File: src/rtl/time_ascii_reporter_pkg.sv
// Shared definitions for the time ASCII reporter.
// Contents: ASCII constants used to build the report line, the FSM state
// encoding, and the field positions of the 24-bit packed time bus
// {hour[23:19], min[18:13], sec[12:7], csec[6:0]}. The watch/stopwatch
// datapath uses the same field positions.
package time_ascii_reporter_pkg;

    localparam logic [7:0] ASCII_W     = 8'h57;
    localparam logic [7:0] ASCII_S     = 8'h53;
    localparam logic [7:0] ASCII_COLON = 8'h3A;
    localparam logic [7:0] ASCII_DOT   = 8'h2E;
    localparam logic [7:0] ASCII_SPACE = 8'h20;
    localparam logic [7:0] ASCII_CR    = 8'h0D;
    localparam logic [7:0] ASCII_LF    = 8'h0A;
    localparam logic [7:0] ASCII_ZERO  = 8'h30;

    localparam int TIME_W   = 24;
    localparam int HOUR_MSB = 23;
    localparam int HOUR_LSB = 19;
    localparam int MIN_MSB  = 18;
    localparam int MIN_LSB  = 13;
    localparam int SEC_MSB  = 12;
    localparam int SEC_LSB  = 7;
    localparam int CSEC_MSB = 6;
    localparam int CSEC_LSB = 0;

    typedef enum logic [2:0] {
        IDLE      = 3'd0,
        LOAD      = 3'd1,
        SEND      = 3'd2,
        WAIT_ACK  = 3'd3,
        WAIT_DONE = 3'd4
    } state_t;

endpackage

File: src/rtl/time_ascii_reporter_if.sv
// Request / transmitter bundle of the time ASCII reporter.
// Signals:
//   i_report   request pulse for one report line
//   i_mode     0 = watch ('W'), 1 = stopwatch ('S')
//   i_time     packed binary time
//   i_tx_busy  UART transmitter busy (high for the whole byte frame)
//   o_tx_data  ASCII byte for the transmitter
//   o_tx_start single-cycle transmit strobe
//   o_busy     reporter busy with a line
// Modports: slave = reporter side, master = requester/transmitter side.
interface time_ascii_reporter_if;
    import time_ascii_reporter_pkg::*;

    logic              i_report;
    logic              i_mode;
    logic [TIME_W-1:0] i_time;
    logic              i_tx_busy;
    logic [7:0]        o_tx_data;
    logic              o_tx_start;
    logic              o_busy;

    modport slave (
        input  i_report, i_mode, i_time, i_tx_busy,
        output o_tx_data, o_tx_start, o_busy
    );

    modport master (
        output i_report, i_mode, i_time, i_tx_busy,
        input  o_tx_data, o_tx_start, o_busy
    );

endinterface

File: src/rtl/bin2ascii_2digit.sv
// Converts a 7-bit binary value to two decimal ASCII digits.
// Values above 99 saturate to "99".
// Ports:
//   bin   binary input 0..127
//   tens  ASCII tens digit
//   ones  ASCII ones digit
module bin2ascii_2digit
    import time_ascii_reporter_pkg::*;
(
    input  logic [6:0] bin,
    output logic [7:0] tens,
    output logic [7:0] ones
);

    logic [6:0] sat;

    always_comb begin
        sat  = (bin > 7'd99) ? 7'd99 : bin;
        tens = ASCII_ZERO + 8'(sat / 7'd10);
        ones = ASCII_ZERO + 8'(sat % 7'd10);
    end

endmodule

File: src/rtl/time_ascii_reporter.sv
// Sends one ASCII line "M HH:MM:SS.CC<EOL>" to a byte UART per request.
// The request snapshot (mode + time) is taken in the accepting IDLE cycle;
// digits are converted from that snapshot and registered in LOAD.
// Ports:
//   clk  system clock
//   rst  asynchronous active-low reset
//   bus  request / transmitter bundle (slave side)
// Parameter P_EOL_CRLF: 1 = line ends CR LF (15 bytes), 0 = LF only (14).
//
// state     | meaning
// ----------+-----------------------------------------------------------
// IDLE      | waiting for i_report; byte index held at 0
// LOAD      | snapshot digits registered
// SEND      | present byte; strobe o_tx_start as soon as tx is not busy
// WAIT_ACK  | wait for the transmitter to raise busy
// WAIT_DONE | wait for busy to fall, then next byte or back to IDLE
module time_ascii_reporter
    import time_ascii_reporter_pkg::*;
#(
    parameter int P_EOL_CRLF = 1
) (
    input logic                  clk,
    input logic                  rst,
    time_ascii_reporter_if.slave bus
);

    localparam logic [3:0] LAST_IDX = (P_EOL_CRLF != 0) ? 4'd14 : 4'd13;

    state_t            state, state_nx;
    logic [3:0]        idx;
    logic              snap_mode;
    logic [TIME_W-1:0] snap_time;
    logic [7:0]        conv    [8];
    logic [7:0]        digit_q [8];
    logic [7:0]        line_byte;
    logic              last_byte;

    bin2ascii_2digit u_hour (
        .bin  ({2'b00, snap_time[HOUR_MSB:HOUR_LSB]}),
        .tens (conv[0]),
        .ones (conv[1])
    );

    bin2ascii_2digit u_min (
        .bin  ({1'b0, snap_time[MIN_MSB:MIN_LSB]}),
        .tens (conv[2]),
        .ones (conv[3])
    );

    bin2ascii_2digit u_sec (
        .bin  ({1'b0, snap_time[SEC_MSB:SEC_LSB]}),
        .tens (conv[4]),
        .ones (conv[5])
    );

    bin2ascii_2digit u_csec (
        .bin  (snap_time[CSEC_MSB:CSEC_LSB]),
        .tens (conv[6]),
        .ones (conv[7])
    );

    assign last_byte = (idx == LAST_IDX);

    always_ff @(posedge clk or negedge rst) begin
        if (!rst) begin
            state     <= IDLE;
            idx       <= 4'd0;
            snap_mode <= 1'b0;
            snap_time <= '0;
            for (int i = 0; i < 8; i++) digit_q[i] <= 8'h00;
        end else begin
            state <= state_nx;
            if (state == IDLE && bus.i_report) begin
                snap_mode <= bus.i_mode;
                snap_time <= bus.i_time;
            end
            if (state == LOAD) begin
                for (int i = 0; i < 8; i++) digit_q[i] <= conv[i];
            end
            if (state == IDLE) begin
                idx <= 4'd0;
            end else if (state == WAIT_DONE && !bus.i_tx_busy) begin
                idx <= last_byte ? 4'd0 : idx + 4'd1;
            end
        end
    end

    always_comb begin
        state_nx       = state;
        bus.o_tx_start = 1'b0;
        case (state)
            IDLE:      if (bus.i_report) state_nx = LOAD;
            LOAD:      state_nx = SEND;
            SEND: begin
                if (!bus.i_tx_busy) begin
                    bus.o_tx_start = 1'b1;
                    state_nx       = WAIT_ACK;
                end
            end
            WAIT_ACK:  if (bus.i_tx_busy) state_nx = WAIT_DONE;
            WAIT_DONE: if (!bus.i_tx_busy) state_nx = last_byte ? IDLE : SEND;
            default:   state_nx = IDLE;
        endcase
    end

    // Byte selection depends only on idx and registered digits, so the
    // presented byte cannot change between the strobe and WAIT_DONE exit.
    always_comb begin
        line_byte = 8'h00;
        case (idx)
            4'd0:    line_byte = snap_mode ? ASCII_S : ASCII_W;
            4'd1:    line_byte = ASCII_SPACE;
            4'd2:    line_byte = digit_q[0];
            4'd3:    line_byte = digit_q[1];
            4'd4:    line_byte = ASCII_COLON;
            4'd5:    line_byte = digit_q[2];
            4'd6:    line_byte = digit_q[3];
            4'd7:    line_byte = ASCII_COLON;
            4'd8:    line_byte = digit_q[4];
            4'd9:    line_byte = digit_q[5];
            4'd10:   line_byte = ASCII_DOT;
            4'd11:   line_byte = digit_q[6];
            4'd12:   line_byte = digit_q[7];
            4'd13:   line_byte = (P_EOL_CRLF != 0) ? ASCII_CR : ASCII_LF;
            4'd14:   line_byte = ASCII_LF;
            default: line_byte = 8'h00;
        endcase
    end

    always_comb begin
        bus.o_busy    = (state != IDLE);
        bus.o_tx_data = 8'h00;
        if (state == SEND || state == WAIT_ACK || state == WAIT_DONE) begin
            bus.o_tx_data = line_byte;
        end
    end

endmodule

File: src/flat_wrapper.sv
// flat-port wrapper written by rule: the top's interface ports become plain ports
module time_ascii_reporter_flat import time_ascii_reporter_pkg::*;
#(
    parameter int P_EOL_CRLF = 1
)
  (clk, rst, bus_i_report, bus_i_mode, bus_i_time, bus_i_tx_busy, bus_o_tx_data, bus_o_tx_start, bus_o_busy);
  time_ascii_reporter_if bus_i ();
  input logic clk;
  input logic rst;
  input wire logic [$bits(bus_i.i_report)-1:0] bus_i_report;
  input wire logic [$bits(bus_i.i_mode)-1:0] bus_i_mode;
  input wire logic [$bits(bus_i.i_time)-1:0] bus_i_time;
  input wire logic [$bits(bus_i.i_tx_busy)-1:0] bus_i_tx_busy;
  output wire logic [$bits(bus_i.o_tx_data)-1:0] bus_o_tx_data;
  output wire logic [$bits(bus_i.o_tx_start)-1:0] bus_o_tx_start;
  output wire logic [$bits(bus_i.o_busy)-1:0] bus_o_busy;
  assign bus_i.i_report = bus_i_report;
  assign bus_i.i_mode = bus_i_mode;
  assign bus_i.i_time = bus_i_time;
  assign bus_i.i_tx_busy = bus_i_tx_busy;
  assign bus_o_tx_data = bus_i.o_tx_data;
  assign bus_o_tx_start = bus_i.o_tx_start;
  assign bus_o_busy = bus_i.o_busy;
  time_ascii_reporter #(.P_EOL_CRLF(P_EOL_CRLF)) u_core (.clk(clk), .rst(rst), .bus(bus_i));
endmodule
File: config.mk
export PLATFORM = sky130hd
export DESIGN_NAME = time_ascii_reporter_flat
export DESIGN_NICKNAME = d
export VERILOG_FILES = /design/src/rtl/time_ascii_reporter_pkg.sv /design/src/rtl/time_ascii_reporter_if.sv /design/src/rtl/bin2ascii_2digit.sv /design/src/rtl/time_ascii_reporter.sv /design/src/flat_wrapper.sv
export SDC_FILE = /design/constraint.sdc
export NUM_CORES = 1
export LEC_CHECK = 0
export BUFFER_PORTS_ARGS = -buffer_cell sky130_fd_sc_hd__buf_2
export CAP_MARGIN = 5
export CORE_ASPECT_RATIO = 2
export CORE_MARGIN = 2
export CORE_UTILIZATION = 65
export CTS_CLUSTER_DIAMETER = 60
export DETAILED_ROUTE_END_ITERATION = 10
export PLACE_DENSITY = 0.83
export SKIP_CTS_REPAIR_TIMING = 1
export SLEW_MARGIN = 20
export SYNTH_ARGS = -nofsm -noshare
export SYNTH_HDL_FRONTEND = slang
export SYNTH_SLANG_ARGS = --single-unit
export TNS_END_PERCENT = 20
File: constraint.sdc
create_clock -name clk -period 7.55 [get_ports clk]
set_clock_uncertainty 0.05 [all_clocks]
set_input_delay 2.265 -clock clk [delete_from_list [all_inputs] [get_ports clk]]
set_output_delay 2.265 -clock clk [all_outputs]
set_load 0.005 [all_outputs]
==> key figures <==
Routing
  • DRC viols: 0
  • DR iter-0 viols: 530
  • Vias: 4788
  • Drt pass-1 iters: 5
  • Via density: 6.342
  • WL final: between 10000 and 15000 microns
  • Routed len/inst: approximately 18 microns
  • Post-DRT Antenna Nets: 0

Setup path
  • R2R setup slack: 2.37 ns
  • Nature of the critical path endpoint: register
  • Required time worst endpoint: ~7.7 ns
  • WS Path Type: register to register
  • Worst r2r src: u_core.snap_time[4]
  • R2R depth: 22
  • Worst Path Arrival: approximately 5.3 ns
  • CP startpoint kind: register
  • Crit path max fanout: 19
  • Slowest stage delay, CP: 0.69 ns
  • Worst path slowest cell: dfrtp_1
  • R2r endpoint: u_core.digit_q[6]
  • Crit-path cells: inv_1 > a21oi_1 > ha_1 > nand4bb_1 > o221ai_4 > inv_1 > ha_1 > inv_1 > o22ai_1 > a22o_1 > a211oi_2 > a21oi_1 > nor2_1 > inv_1 > ha_1 > o21bai_1 > a22oi_1 > mux2i_1 > nor2_1 > ha_1 > xor2_1 > o21ai_1

Global routing
  • First-pass GRT wire length: approximately 22000 microns
  • Largest net degree at the start of global routing: 78
  • Total grt overflow: 0
  • Vias in the first global route: roughly 4800
  • GRT Total Usage: between 30% and 40%
  • Initial antenna violation count: 0

Clocking
  • # H-tree levels: 3
  • CTS Buf Count: 9
  • CTS tree: built
  • CTS sink count: between 70 and 80
  • Clock Tree Buf Depth: 2
  • Root Buffer: clkbuf_16
  • Clock Latency Late Sink: around 0.33 ns
  • Clk slew on worst S/H paths: roughly 0.060 ns

Synthesis
  • Seq/Total Area, Yosys: a little over a third
  • Register bit total from synthesis: 77
  • Syn Inst Count: between 600 and 700
  • Number of synthesized flops with an enable pin: 0
  • Avg Cell Area, Syn: 8.137 sq um
  • Async set-reset flop share out of synthesis: between 90% and 100%
  • Yosys cell types: slightly above 70
  • Synth Cell Area: ~0.0053 sq mm
  • Top FF cell, synth: dfrtp_1
  • Ys Warns: 0

Floorplanning
  • Initial Util: between 60% and 70%
  • Core Footprint: 0.007885 sq mm
  • Num rows: 46
  • IO Count: 39
  • DIE WIDTH: 67.69 microns
  • Die Area: between 0.008 and 0.009 sq mm
  • Die height: 131.4 microns

Power and ir drop
  • LEAKAGE: 2.463 nW
  • Net Sw Frac: roughly half
  • Combinational fraction of design power: 57.5%
  • Clock Power Share: between 10% and 20%
  • Flop pwr share: between 20% and 30%
  • Pwr Density: approximately 540 mW/mm^2
  • Psw: between 1 and 1.5 mW
  • Int Power: around 1.6 mW
  • Peak VDD IR: 0.0003969 V
  • Final total power: 3.087 mW

Cells and area
  • Final instance area: around 0.0057 sq mm
  • Layout cells sized above 1: between 10% and 20%
  • Ant diodes: 0
  • Nets: 697
  • Final-layout fill cell count: ~620
  • Area growth from synthesis to final layout: 8.757%

Min path
  • Worst hold path class: register to register
  • Hold Crit Depth: 2
  • Hold Path Sink: u_core.digit_q[16]
  • Hold wc startpoint: u_core.snap_time[7]

STA
  • # setup viols final: 0
  • Final worst-path setup slack: around 2.4 ns
  • RSZ-0062 raised after global routing: false
  • Period utilization: 68.63%
  • Final Hold Vio Count: 0
  • Slew Limit Fails: 0
  • FMAX: ~190 MHz
  • Setup TNS: 0 ns
  • Max-slew headroom: roughly 37%
  • Crit path time final: between 5 and 6 ns
  • Worst-margin pin slew: 0.9520 ns

Run
  • Max cap viols: 0

Place
  • Detailed placer's ending HPWL: slightly below 10000 microns
  • Placement Setup Slack: roughly 2.5 ns
  • Routability congestion estimate from global placement: approximately 1
  • Port Buffer Count: 38
  • DP Area: 0.005425 sq mm

Run status
  • Status: finished, final reports clean
## logic make-up after synthesis
family | synth area share, %
AOI/OAI and AO/OA | 25.53
xor gates and xnor gates | 1.329
DFF | 36.54
and+or+nand+nor | 22.40
adders and majority gates | 3.322
muxes | 5.387
other | 0.07112
buffers and inverters | 5.410
## per-stage QoR
step / util [%] / instances / hold WS (ns)
floorplan: - / 650 / 0.3754
global placement: 68.80 / 739 / 0.3967
detailed placement: 68.80 / 739 / 0.4064
CTS: 72.72 / 755 / 0.4308
global route: 72.72 / 755 / 0.4392
finish: 72.72 / 755 / 0.4295
## flip-flops by register name, indices dropped and copies added, names as in the netlist
| signal | flops |
|---|---|
| u_core.snap_time | 24 |
| u_core.snap_mode | 1 |
| u_core.state | 3 |
| u_core.digit_q | 45 |
| u_core.idx | 4 |
## final cells by class
type                            instances  area [sq um]  share of cell area [%]
Inverter                               24         90.09                   1.571
Multi-Input combinational cell        501          3073                   53.59
Clock inverter                          7         83.83                   1.462
Clock buffer                            9         225.2                   3.928
Tap cell                               96         120.1                   2.095
Sequential cell                        77          1927                   33.60
Timing Repair Buffer                   41         215.2                   3.753
## cell usage after synthesis, types with 5 or more instances
master | count | share of area, %
a21oi_1 | 42 | 4.0
a22oi_1 | 5 | 0.71
mux2_2 | 19 | 4.1
o21ai_0 | 74 | 7.0
nor2_1 | 59 | 4.2
dfrtp_1 | 77 | 37
inv_1 | 24 | 1.7
or2_2 | 6 | 0.71
xnor2_1 | 5 | 0.83
nand2_1 | 94 | 6.7
mux2i_1 | 7 | 1.3
nor3_1 | 11 | 1.0
a22o_1 | 7 | 1.2
ha_1 | 14 | 3.3
nand3_1 | 10 | 0.95
o22ai_1 | 9 | 1.1
a31oi_1 | 10 | 1.2
clkbuf_1 | 38 | 2.7
buf_2 | 5 | 0.47
o211ai_1 | 10 | 1.4
nor2b_1 | 17 | 2.0
nand3b_1 | 7 | 1.0
nand2b_1 | 16 | 1.9
## metal layers
metal / GRT usage (%) / vias to the layer above / part of all wire [%]
met5: 0 / - / 0
met4: 20.07 / 0 / 6.4
met3: 3.168 / 56 / 2.4
met2: 56.26 / 125 / 55
met1: 33.77 / 2295 / 37
li1: - / 2312 / -
## worst max-delay path: cells and delay by family (launching register included)
| kind | cells | cell delay, ns |
|---|---|---|
| AO/OA/AOI/OAI | 9 | 1.81 |
| XOR/XNOR | 1 | 0.18 |
| adder cells (fa/ha/maj) | 4 | 0.99 |
| buffers and inverters | 4 | 0.54 |
| flip-flops | 1 | 0.69 |
| multiplexers | 1 | 0.29 |
| AND/OR/NAND/NOR | 3 | 0.50 |
## power groups by stage
stage	Sequential [mW]	Clock, mW	Combinational, mW
3_5_place_dp	0.865	0	1.76
4_1_cts	0.860	0.445	1.77
5_1_grt	0.899	0.464	1.99
6_report	0.870	0.441	1.78
3_3_place_gp	0.855	0	1.67
2_1_floorplan	0.683	0	1.52
## layout by cell type, fill, tap and decap left out, types with 11 or more instances in the layout
master / n
nand2_1: 94
dfrtp_1: 77
o21ai_0: 74
nor2_1: 59
a21oi_1: 42
buf_2: 37
inv_1: 24
mux2_2: 19
nor2b_1: 17
nand2b_1: 16
ha_1: 14
nor3_1: 11
## worst max-delay path by stage
stage,startpoint,to,slack (ns)
final,u_core.snap_time[4],u_core.digit_q[6],2.37
after global routing,u_core.snap_time[4],u_core.digit_q[6],1.93
after CTS,u_core.snap_time[4],u_core.digit_q[6],2.46
after detailed placement,u_core.snap_time[4],u_core.digit_q[6],2.48
after global placement,bus_i_tx_busy,bus_o_tx_start,2.56
after floorplan,bus_i_tx_busy,bus_o_tx_start,2.78
Power figures use the tool's default switching activity.
